`src/rtl/mem_port_arbiter.sv`:
```
// Arbitrates one single-port memory between instruction fetch and data load/store requesters.
// Define MEM_ARB_RR_EN for round-robin tie-breaking; otherwise data has fixed priority.
module mem_port_arbiter #(
    parameter int unsigned W         = 32,
    parameter int unsigned TO_CYCLES = 64,
    parameter int unsigned TO_W      = 8
) (
    input  logic         clk,
    input  logic         rst,
    input  logic         if_req,
    input  logic [W-1:0] if_addr,
    output logic [W-1:0] if_data,
    output logic         if_ready,
    output logic         if_stall,
    input  logic         d_req,
    input  logic         d_we,
    input  logic [W-1:0] d_addr,
    input  logic [W-1:0] d_wdata,
    output logic [W-1:0] d_rdata,
    output logic         d_ready,
    output logic         d_stall,
    output logic         mem_en,
    output logic         mem_we,
    output logic [W-1:0] mem_addr,
    output logic [W-1:0] mem_wdata,
    input  logic [W-1:0] mem_rdata,
    input  logic         mem_ack,
    output logic         bus_err
);

    typedef enum logic [1:0] {
        StIdle,
        StIfBusy,
        StDBusy
    } state_e;

    state_e          state_q, state_d;
    logic            mem_en_q, mem_en_d;
    logic            mem_we_q, mem_we_d;
    logic [W-1:0]    mem_addr_q, mem_addr_d;
    logic [W-1:0]    mem_wdata_q, mem_wdata_d;
    logic [W-1:0]    if_data_q, if_data_d;
    logic [W-1:0]    d_rdata_q, d_rdata_d;
    logic            if_ready_q, if_ready_d;
    logic            d_ready_q, d_ready_d;
    logic            bus_err_q, bus_err_d;
    logic [TO_W-1:0] cnt_q, cnt_d;
    logic            grant_d;
    logic            grant_if;
    logic            timeout;
`ifdef MEM_ARB_RR_EN
    logic            last_d_q, last_d_d;
`endif

    // Grant selection; only evaluated when the FSM is idle.
    always_comb begin
`ifdef MEM_ARB_RR_EN
        if (d_req && if_req) begin
            grant_d = ~last_d_q;
        end else begin
            grant_d = d_req;
        end
`else
        grant_d = d_req;
`endif
        grant_if = if_req & ~grant_d;
    end

    assign timeout = (cnt_q == TO_W'(TO_CYCLES - 1));

    always_comb begin
        state_d     = state_q;
        mem_en_d    = mem_en_q;
        mem_we_d    = mem_we_q;
        mem_addr_d  = mem_addr_q;
        mem_wdata_d = mem_wdata_q;
        if_data_d   = if_data_q;
        d_rdata_d   = d_rdata_q;
        if_ready_d  = 1'b0;
        d_ready_d   = 1'b0;
        bus_err_d   = bus_err_q;
        cnt_d       = cnt_q;
`ifdef MEM_ARB_RR_EN
        last_d_d    = last_d_q;
`endif

        unique case (state_q)
            StIdle: begin
                // The ready cycle blocks a new grant: the finished requester still holds req.
                if (!if_ready_q && !d_ready_q) begin
                    if (grant_d) begin
                        state_d     = StDBusy;
                        mem_en_d    = 1'b1;
                        mem_we_d    = d_we;
                        mem_addr_d  = d_addr;
                        mem_wdata_d = d_wdata;
                        cnt_d       = '0;
`ifdef MEM_ARB_RR_EN
                        last_d_d    = 1'b1;
`endif
                    end else if (grant_if) begin
                        state_d    = StIfBusy;
                        mem_en_d   = 1'b1;
                        mem_we_d   = 1'b0;
                        mem_addr_d = if_addr;
                        cnt_d      = '0;
`ifdef MEM_ARB_RR_EN
                        last_d_d   = 1'b0;
`endif
                    end
                end
            end
            StIfBusy, StDBusy: begin
                if (mem_ack || timeout) begin
                    state_d  = StIdle;
                    mem_en_d = 1'b0;
                    mem_we_d = 1'b0;
                    if (!mem_ack) begin
                        bus_err_d = 1'b1;
                    end
                    if (state_q == StIfBusy) begin
                        if_ready_d = 1'b1;
                        if_data_d  = mem_ack ? mem_rdata : '0;
                    end else begin
                        d_ready_d = 1'b1;
                        if (!mem_ack) begin
                            d_rdata_d = '0;
                        end else if (!mem_we_q) begin
                            d_rdata_d = mem_rdata;
                        end
                    end
                end else begin
                    cnt_d = cnt_q + TO_W'(1);
                end
            end
            default: state_d = StIdle;
        endcase
    end

    always_ff @(posedge clk or negedge rst) begin
        if (!rst) begin
            state_q     <= StIdle;
            mem_en_q    <= 1'b0;
            mem_we_q    <= 1'b0;
            mem_addr_q  <= '0;
            mem_wdata_q <= '0;
            if_data_q   <= '0;
            d_rdata_q   <= '0;
            if_ready_q  <= 1'b0;
            d_ready_q   <= 1'b0;
            bus_err_q   <= 1'b0;
            cnt_q       <= '0;
`ifdef MEM_ARB_RR_EN
            last_d_q    <= 1'b0;
`endif
        end else begin
            state_q     <= state_d;
            mem_en_q    <= mem_en_d;
            mem_we_q    <= mem_we_d;
            mem_addr_q  <= mem_addr_d;
            mem_wdata_q <= mem_wdata_d;
            if_data_q   <= if_data_d;
            d_rdata_q   <= d_rdata_d;
            if_ready_q  <= if_ready_d;
            d_ready_q   <= d_ready_d;
            bus_err_q   <= bus_err_d;
            cnt_q       <= cnt_d;
`ifdef MEM_ARB_RR_EN
            last_d_q    <= last_d_d;
`endif
        end
    end

    assign mem_en    = mem_en_q;
    assign mem_we    = mem_we_q;
    assign mem_addr  = mem_addr_q;
    assign mem_wdata = mem_wdata_q;
    assign if_data   = if_data_q;
    assign d_rdata   = d_rdata_q;
    assign if_ready  = if_ready_q;
    assign d_ready   = d_ready_q;
    assign bus_err   = bus_err_q;
    assign if_stall  = if_req & ~if_ready_q;
    assign d_stall   = d_req & ~d_ready_q;

endmodule

```
`config.mk`:
```
export PLATFORM = sky130hd
export DESIGN_NAME = mem_port_arbiter
export DESIGN_NICKNAME = d
export VERILOG_FILES = /design/src/rtl/mem_port_arbiter.sv
export SDC_FILE = /design/constraint.sdc
export NUM_CORES = 1
export LEC_CHECK = 0
export ABC_CLOCK_PERIOD_IN_PS = 2130
export BUFFER_PORTS_ARGS = -buffer_cell sky130_fd_sc_hd__buf_2
export CAP_MARGIN = 5
export CORE_MARGIN = 8
export CORE_UTILIZATION = 43
export DETAILED_ROUTE_END_ITERATION = 8
export MAX_ROUTING_LAYER = met4
export PLACE_DENSITY = 0.72
export SLEW_MARGIN = 20
export SYNTH_ARGS = -nofsm -noshare
export SYNTH_HDL_FRONTEND = slang
export SYNTH_SLANG_ARGS = --single-unit
```
`constraint.sdc`:
```
create_clock -name clk -period 2.13 [get_ports clk]
set_clock_uncertainty 0.2 [all_clocks]
set_input_delay 0.5325 -clock clk [delete_from_list [all_inputs] [get_ports clk]]
set_output_delay 0.5325 -clock clk [all_outputs]
set_load 0.05 [all_outputs]
```
==> key figures, run 1 <==
Detailed routing
  • Post-route ant nets: 0
  • Remaining DRCs: 0
  • Via-to-Cell Ratio: 5.444
  • First-pass DRT Iterations: 6
  • Wirelength per Cell: 18.47 um
  • Via count: 5286
  • DR iter-0 viols: 303
  • Wirelength, routed: 17940 um

Power and ir drop
  • Clock power share: 19.3%
  • VDD IR max: 0.001076 V
  • NetSw: 0.008698 W
  • LEAKAGE: 4.303 nW
  • Internal power: 0.009193 W
  • P per Cell Area: 2080 nW/um^2
  • Sequential share of power: 26.8%
  • Combinational power share: 53.9%
  • Net Sw Frac: 48.62%

Die
  • Die area: 18530 sq um
  • Die W: 136.1 um
  • Cell Rows: 44
  • Die Y: 136.1 um
  • Num ports: 269
  • Initial core utilization: 43.35%
  • Core Footprint: 14310 sq um

Setup path
  • Kind of critical path: flop to flop
  • Critical path buffer and inverter count: 1
  • Worst path max stage delay: 0.41 ns
  • FF-to-FF End: d_rdata[25]
  • Crit Path Max Fanout: 33
  • Worst-case reg-to-reg path depth: 6
  • Reg-to-Reg Start: cnt_q[1]
  • Cell breakdown of the critical path: ha_2 > and3_4 > a21oi_4 > or3_1 > buf_12 > a22o_1
  • R2r setup slk: 0.06 ns
  • Required @ worst endpoint: 2.23 ns
  • Crit end category: flop
  • Largest delay contributor family on the critical path: simple AND/OR/NAND/NOR gates
  • Crit path launch type: flop
  • Crit path from: cnt_q[1]
  • Max stage delay cell, worst path: dfrtp_1
  • Worst path arrival time: 2.18 ns

STA
  • RSZ-0062 raised after global routing: false
  • Final hold slack: 0.1494 ns
  • Final setup fails: 0
  • Min cycle time layout: 2.075 ns
  • Final hold viol count: 0
  • Final slew viol count: 0
  • Worst Tran Pin Value: 0.5112 ns
  • Slew headroom: 65.92%
  • F_max: 0.4820 GHz
  • Final setup margin: 0.05520 ns
  • Period utilization: 97.41%

Status
  • Status: completed

Layout
  • # diodes: 0
  • FILL cells: 1227
  • Area growth syn-to-layout: 38.60%
  • Layout Nets: 911
  • Commonest non-fill, non-tap cells in the layout: buf_2, dfrtp_1, a22o_1
  • Final instance area: 8600 sq um
  • Commonest non-fill, non-tap cell in the layout: buf_2
  • Final instance count without filler cells: 971
  • Layout cells sized above 1: 47.65%

Worst hold path
  • Worst Hold Launch: d_wdata[31]
  • WHS Endpoint: mem_wdata[31]
  • Hold/Removal Path Class: input port to flop
  • Hold Path Stages: 2

Flow run
  • MaxCap Viol Count: 0

Placement
  • DP Area: 7869 sq um
  • Routability congestion estimate: 0.8556
  • HPWL after DPL: 13610 um
  • Placed cells: 938
  • Pre-CTS WS: 0.02532 ns
  • IO Port Bufs: 268

Synthesis
  • Ys Warns: 0
  • Post-synthesis cell count: 499
  • Synthesized area: 6205 sq um
  • Syn avg cell area: 12.43 sq um
  • Post-synthesis async set-or-reset flop share: 100.0%
  • Register area share after synthesis: 57.67%
  • Cell variety after synth: 45
  • Post-synth EDFFs: 0
  • Prevailing post-synth register cell: dfrtp_1
  • Synth Net Count: 636
  • #FFs+latches synth: 143

GRT
  • Largest net degree at the start of global routing: 65
  • Total track usage: 19.91%
  • Vias in the first global route: 5569
  • Antenna violations before repair: 0
  • Total gr overflow: 0
  • First-pass GRT wire length: 28270 um

Clock tree
  • Post-CTS setup buffers: 0
  • TritonCTS clock tree: built
  • Clock Pin Slew Worst Setup and Hold Paths: 0.06 ns
  • Num CTS Buffers: 17
  • Clock Path Buffers: 2
  • Htree depth: 4
  • Clock root buffer: clkbuf_16
  • Worst skew pair latency: 0.41 ns
  • Clock tree sinks: 143
[layer usage]
layer / GRT usage, % / wire length (um) / part of all wire [%] / up-vias
met4: 8.908 / 352 / 2.0 / 0
met3: 5.174 / 1329 / 7.4 / 31
li1: - / - / - / 2416
met1: 23.08 / 7283 / 41 / 2593
met2: 32.03 / 8973 / 50 / 246
met5: - / 0 / 0 / -
[sequential cells by signal, indices dropped and copies added (netlist names)]
register and count:
if_data 32, d_ready 1, mem_en 1, mem_addr 32
d_rdata 32, if_ready 1, state_q 2, mem_we 1
mem_wdata 32, bus_err 1, cnt_q 8
[per-stage QoR]
| step | util (%) | power, W | TNS, ns |
|---|---|---|---|
| 6_report | 60.08 | 0.01789 | 0 |
| 5_1_grt | 60.08 | 0.01877 | 0 |
| 4_1_cts | 59.87 | 0.01799 | 0 |
| 3_5_place_dp | 54.97 | 0.01446 | 0 |
| 3_3_place_gp | 54.97 | 0.01418 | 0 |
| 2_1_floorplan | - | 0.01196 | -2.035 |
[how the worst max path moves through the flow]
stage,end,slack [ns],depth (start not counted)
2_1_floorplan,mem_wdata[10],-0.08,5
3_3_place_gp,d_rdata[12],0.1,6
3_5_place_dp,d_rdata[17],0.03,6
4_1_cts,d_rdata[12],0.01,6
5_1_grt,d_rdata[26],0.02,6
6_report,d_rdata[25],0.06,6
[worst reg2reg max path, cell delays in order, from the launching register on]
cell     delay [ns]
dfrtp_1        0.41
ha_2           0.25
and3_4         0.21
a21oi_4        0.07
or3_1          0.36
buf_12         0.19
a22o_1         0.28
[cell usage after synthesis (7+ instances only)]
cell | number | share of area, %
dfrtp_1 | 143 | 58
a22o_1 | 98 | 14
a21oi_1 | 37 | 3.0
nor2_1 | 37 | 2.2
mux2i_1 | 33 | 5.3
mux2_2 | 32 | 5.8
clkbuf_1 | 16 | 0.97
buf_2 | 15 | 1.2
o21ai_0 | 9 | 0.73
inv_1 | 7 | 0.42
nand2_1 | 7 | 0.42
nand3_1 | 7 | 0.56
[final cells by class]
| type | count | area [sq um] | area share, % |
|---|---|---|---|
| sequential | 143 | 3581 | 41.64 |
| timing repair buffer | 297 | 1630 | 18.96 |
| tap | 184 | 230.2 | 2.677 |
| clock inverter | 14 | 261.5 | 3.041 |
| multi-input combinational | 307 | 2436 | 28.33 |
| clock buffer | 18 | 429.2 | 4.991 |
| inverter | 8 | 31.28 | 0.3637 |
[power groups by stage]
| stage | registers, W | clock network [W] | logic (W) |
|---|---|---|---|
| after floorplan | 0.00893 | 0 | 0.00303 |
| after global placement | 0.00474 | 0 | 0.00944 |
| after detailed placement | 0.00481 | 0 | 0.00964 |
| after CTS | 0.00479 | 0.00354 | 0.00966 |
| after global routing | 0.00497 | 0.00367 | 0.0101 |
| final | 0.00479 | 0.00346 | 0.00964 |
[kinds of logic after synthesis]
group / Yosys count / synth area share (%)
compound gates: 162 / 19.92
simple gates: 77 / 6.433
flops: 143 / 57.67
mux: 65 / 11.13
buf+inv: 49 / 4.235
fa+ha+maj: 3 / 0.6050
[timing repair]
action	CTS	global route
hold endpoints to repair	41	0
setup endpoints to repair	0	53
hold buffers	1	0
resized for setup	0	6
Note: power is estimated with default switching activity, not from simulation.
==> run 2: changes to the inputs <==
Settings changed: ABC_CLOCK_PERIOD_IN_PS 2130 to 2300, CELL_PAD_IN_SITES_DETAIL_PLACEMENT set to 1, CELL_PAD_IN_SITES_GLOBAL_PLACEMENT set to 2, CORE_UTILIZATION 43 to 29, MAX_ROUTING_LAYER met4 to unset, PLACE_DENSITY 0.72 to 0.75.
Clock period 2.13 ns to 2.3 ns, I/O delays scaled along.
==> run 2 against run 1 <==
  * Via count shrank 1.7%
  * First-iteration DRC count fell by 32%
  * Maximum frequency fell by 4.3%
  * Worst hold slack better by 0.044 ns
==> key figures, run 2 (synthesis results as in run 1) <==
STA
  • RSZ-0062 raised after global routing: false
  • F_max: 0.4614 GHz (-4.3%)
  • Period utilization: 94.22% (-3.2 points)
  • Final setup margin: 0.1329 ns (+0.07769 ns)
  • Final setup fails: 0 (unchanged)
  • Slew headroom: 66.03% (+0.11 points)
  • Final slew viol count: 0 (unchanged)
  • Final hold viol count: 0 (unchanged)
  • Worst Tran Pin Value: 0.5095 ns (-0.001673 ns)
  • Min cycle time layout: 2.167 ns (+0.09231 ns)

Clock tree
  • Clock root buffer: clkbuf_16
  • Clock Path Buffers: 2 (unchanged)
  • Clock Pin Slew Worst Setup and Hold Paths: 0.06 ns (about the same)
  • TritonCTS clock tree: built
  • Worst skew pair latency: 0.41 ns (about the same)
  • CTS Hold Bufs: 1 (unchanged)
  • Post-CTS setup buffers: 0 (unchanged)
  • PostCTS Resize Cnt: 0 (unchanged)
  • Htree depth: 4 (unchanged)
  • Num CTS Buffers: 17 (unchanged)
  • Clock tree sinks: 143 (unchanged)

Placement
  • IO Port Bufs: 268 (unchanged)
  • Routability congestion estimate: 0.7903 (-7.6%)
  • Pre-CTS WS: 0.1403 ns (+0.1150 ns)
  • DP Area: 7950 sq um (+1.0%)
  • HPWL after DPL: 15370 um (+13%)

Worst hold path
  • Hold Path Stages: 2 (unchanged)
  • Worst Hold Launch: d_wdata[23]
  • WHS Endpoint: mem_wdata[23]
  • Hold/Removal Path Class: input port to flop

Die
  • Initial core utilization: 29.52% (-14 points)
  • Die W: 162.3 um (+19%)
  • Core Footprint: 21020 sq um (+47%)
  • Die Y: 162.3 um (+19%)
  • Num ports: 269 (unchanged)
  • Cell Rows: 53 (+20%)
  • Die area: 26330 sq um (+42%)

Setup path
  • R2r setup slk: 0.13 ns (+0.08 ns)
  • FF-to-FF End: d_rdata[4]
  • Worst path arrival time: 2.26 ns (+0.08 ns)
  • Required @ worst endpoint: 2.39 ns (+0.16 ns)
  • Reg-to-Reg Start: cnt_q[0]
  • Crit end category: flop
  • Crit path launch type: flop
  • Kind of critical path: flop to flop
  • Crit Path Max Fanout: 33 (unchanged)
  • Worst-case reg-to-reg path depth: 6 (unchanged)

Layout
  • Final instance area: 8561 sq um (-0.45%)
  • FILL cells: 2348 (+91%)
  • Area growth syn-to-layout: 37.97%
  • # diodes: 0 (unchanged)
  • Layout Nets: 906 (-0.55%)
  • Footprint of the multi-input gates: 2390 sq um (-1.9%)
  • FF/Latch Area: 3578 sq um (about the same)
  • Commonest non-fill, non-tap cells in the layout: buf_2, dfrtp_1, a22o_1
  • Layout cells sized above 1: 46.55% (-1.1 points)
  • Commonest non-fill, non-tap cell in the layout: buf_2
  • Util after Layout: 40.72% (-19 points)

GRT
  • Antenna violations before repair: 0 (unchanged)
  • Total track usage: 15.71% (-4.2 points)
  • Vias in the first global route: 5927 (+6.4%)
  • Total gr overflow: 0 (unchanged)
  • First-pass GRT wire length: 33150 um (+17%)
  • Largest net degree at the start of global routing: 65 (unchanged)

Status
  • Status: completed

Detailed routing
  • Wirelength per Cell: 19.18 um (+3.8%)
  • DR iter-0 viols: 206 (-32%)
  • Remaining DRCs: 0 (unchanged)
  • First-pass DRT Iterations: 4 (-2)
  • Wirelength, routed: 20270 um (+13%)
  • Via-to-Cell Ratio: 4.915 (-9.7%)
  • Via count: 5195 (-1.7%)
  • Post-route ant nets: 0 (unchanged)

Flow run
  • MaxCap Viol Count: 0 (unchanged)

Power and ir drop
  • VDD IR max: 0.0005831 V (-46%)
  • LEAKAGE: 4.219 nW (-2.0%)
  • P per Cell Area: 1894 nW/um^2 (-9.0%)
==> run 2: cell types whose count changed in the layout (fill, tap and decap cells not counted), sizes merged <==
cell	before	now
clkbuf	18	17
buf	296	291
bufinv	7	2
clkinv	4	3
clkinvlp	2	5
inv	9	13
==> run 2: area by class of cell <==
cell class | count | area share, %
clock buffer | 17 | 4.969
clock inverter | 15 | 2.046
inverter | 8 | 0.3508
multi-input combinational | 307 | 27.92
sequential | 143 | 41.80
tap | 275 | 4.019
timing repair buffer | 292 | 18.90
==> run 2: worst max-delay path by stage <==
| stage | startpoint | endpoint | slack, ns | depth (start not counted) |
|---|---|---|---|---|
| 3_5_place_dp | cnt_q[0] | d_rdata[2] | 0.14 | 6 |
| 5_1_grt | state_q[0] | cnt_q[7] | 0.02 | 7 |
| 4_1_cts | d_ready | d_stall | 0.13 | 2 |
| 3_3_place_gp | cnt_q[0] | d_rdata[20] | 0.24 | 6 |
| 6_report | cnt_q[0] | d_rdata[4] | 0.13 | 6 |
| 2_1_floorplan | d_req | mem_wdata[10] | -0.02 | 5 |
==> run 2: layer usage <==
metal | track usage, % | part of all wire, % | up-vias
met5 | 0 | 0 | -
met4 | 4.756 | 1.6 | 0
met3 | 5.290 | 6.9 | 22
met2 | 26.36 | 50 | 185
met1 | 18.69 | 41 | 2589
li1 | - | - | 2399
==> run 2: worst max-delay path, stage by stage, from the launching register on <==
cell and delay [ns]:
dfrtp_1 0.43, ha_1 0.27, and3_1 0.25, a21oi_4 0.09
or3_1 0.36, buf_12 0.19, a22o_1 0.25
==> run 2: report_power, final <==
| group | internal (W) | total, W | leakage, nW | switching (W) |
|---|---|---|---|---|
| clock | 0.00163 | 0.00281 | 0.278 | 0.00118 |
| sequential | 0.00369 | 0.00444 | 1.73 | 0.000745 |
| combinational | 0.00262 | 0.00897 | 2.21 | 0.00635 |
==> run 2: stage by stage <==
stage	instances	hold WS, ns	total power [W]	TNS, ns
floorplan	499	0.07941	0.01102	-0.5985
global placement	1024	0.2822	0.01329	0
detailed placement	1024	0.2841	0.01353	0
CTS	1057	0.1665	0.01646	0
global route	1057	0.1694	0.01716	0
finish	1057	0.1938	0.01621	0
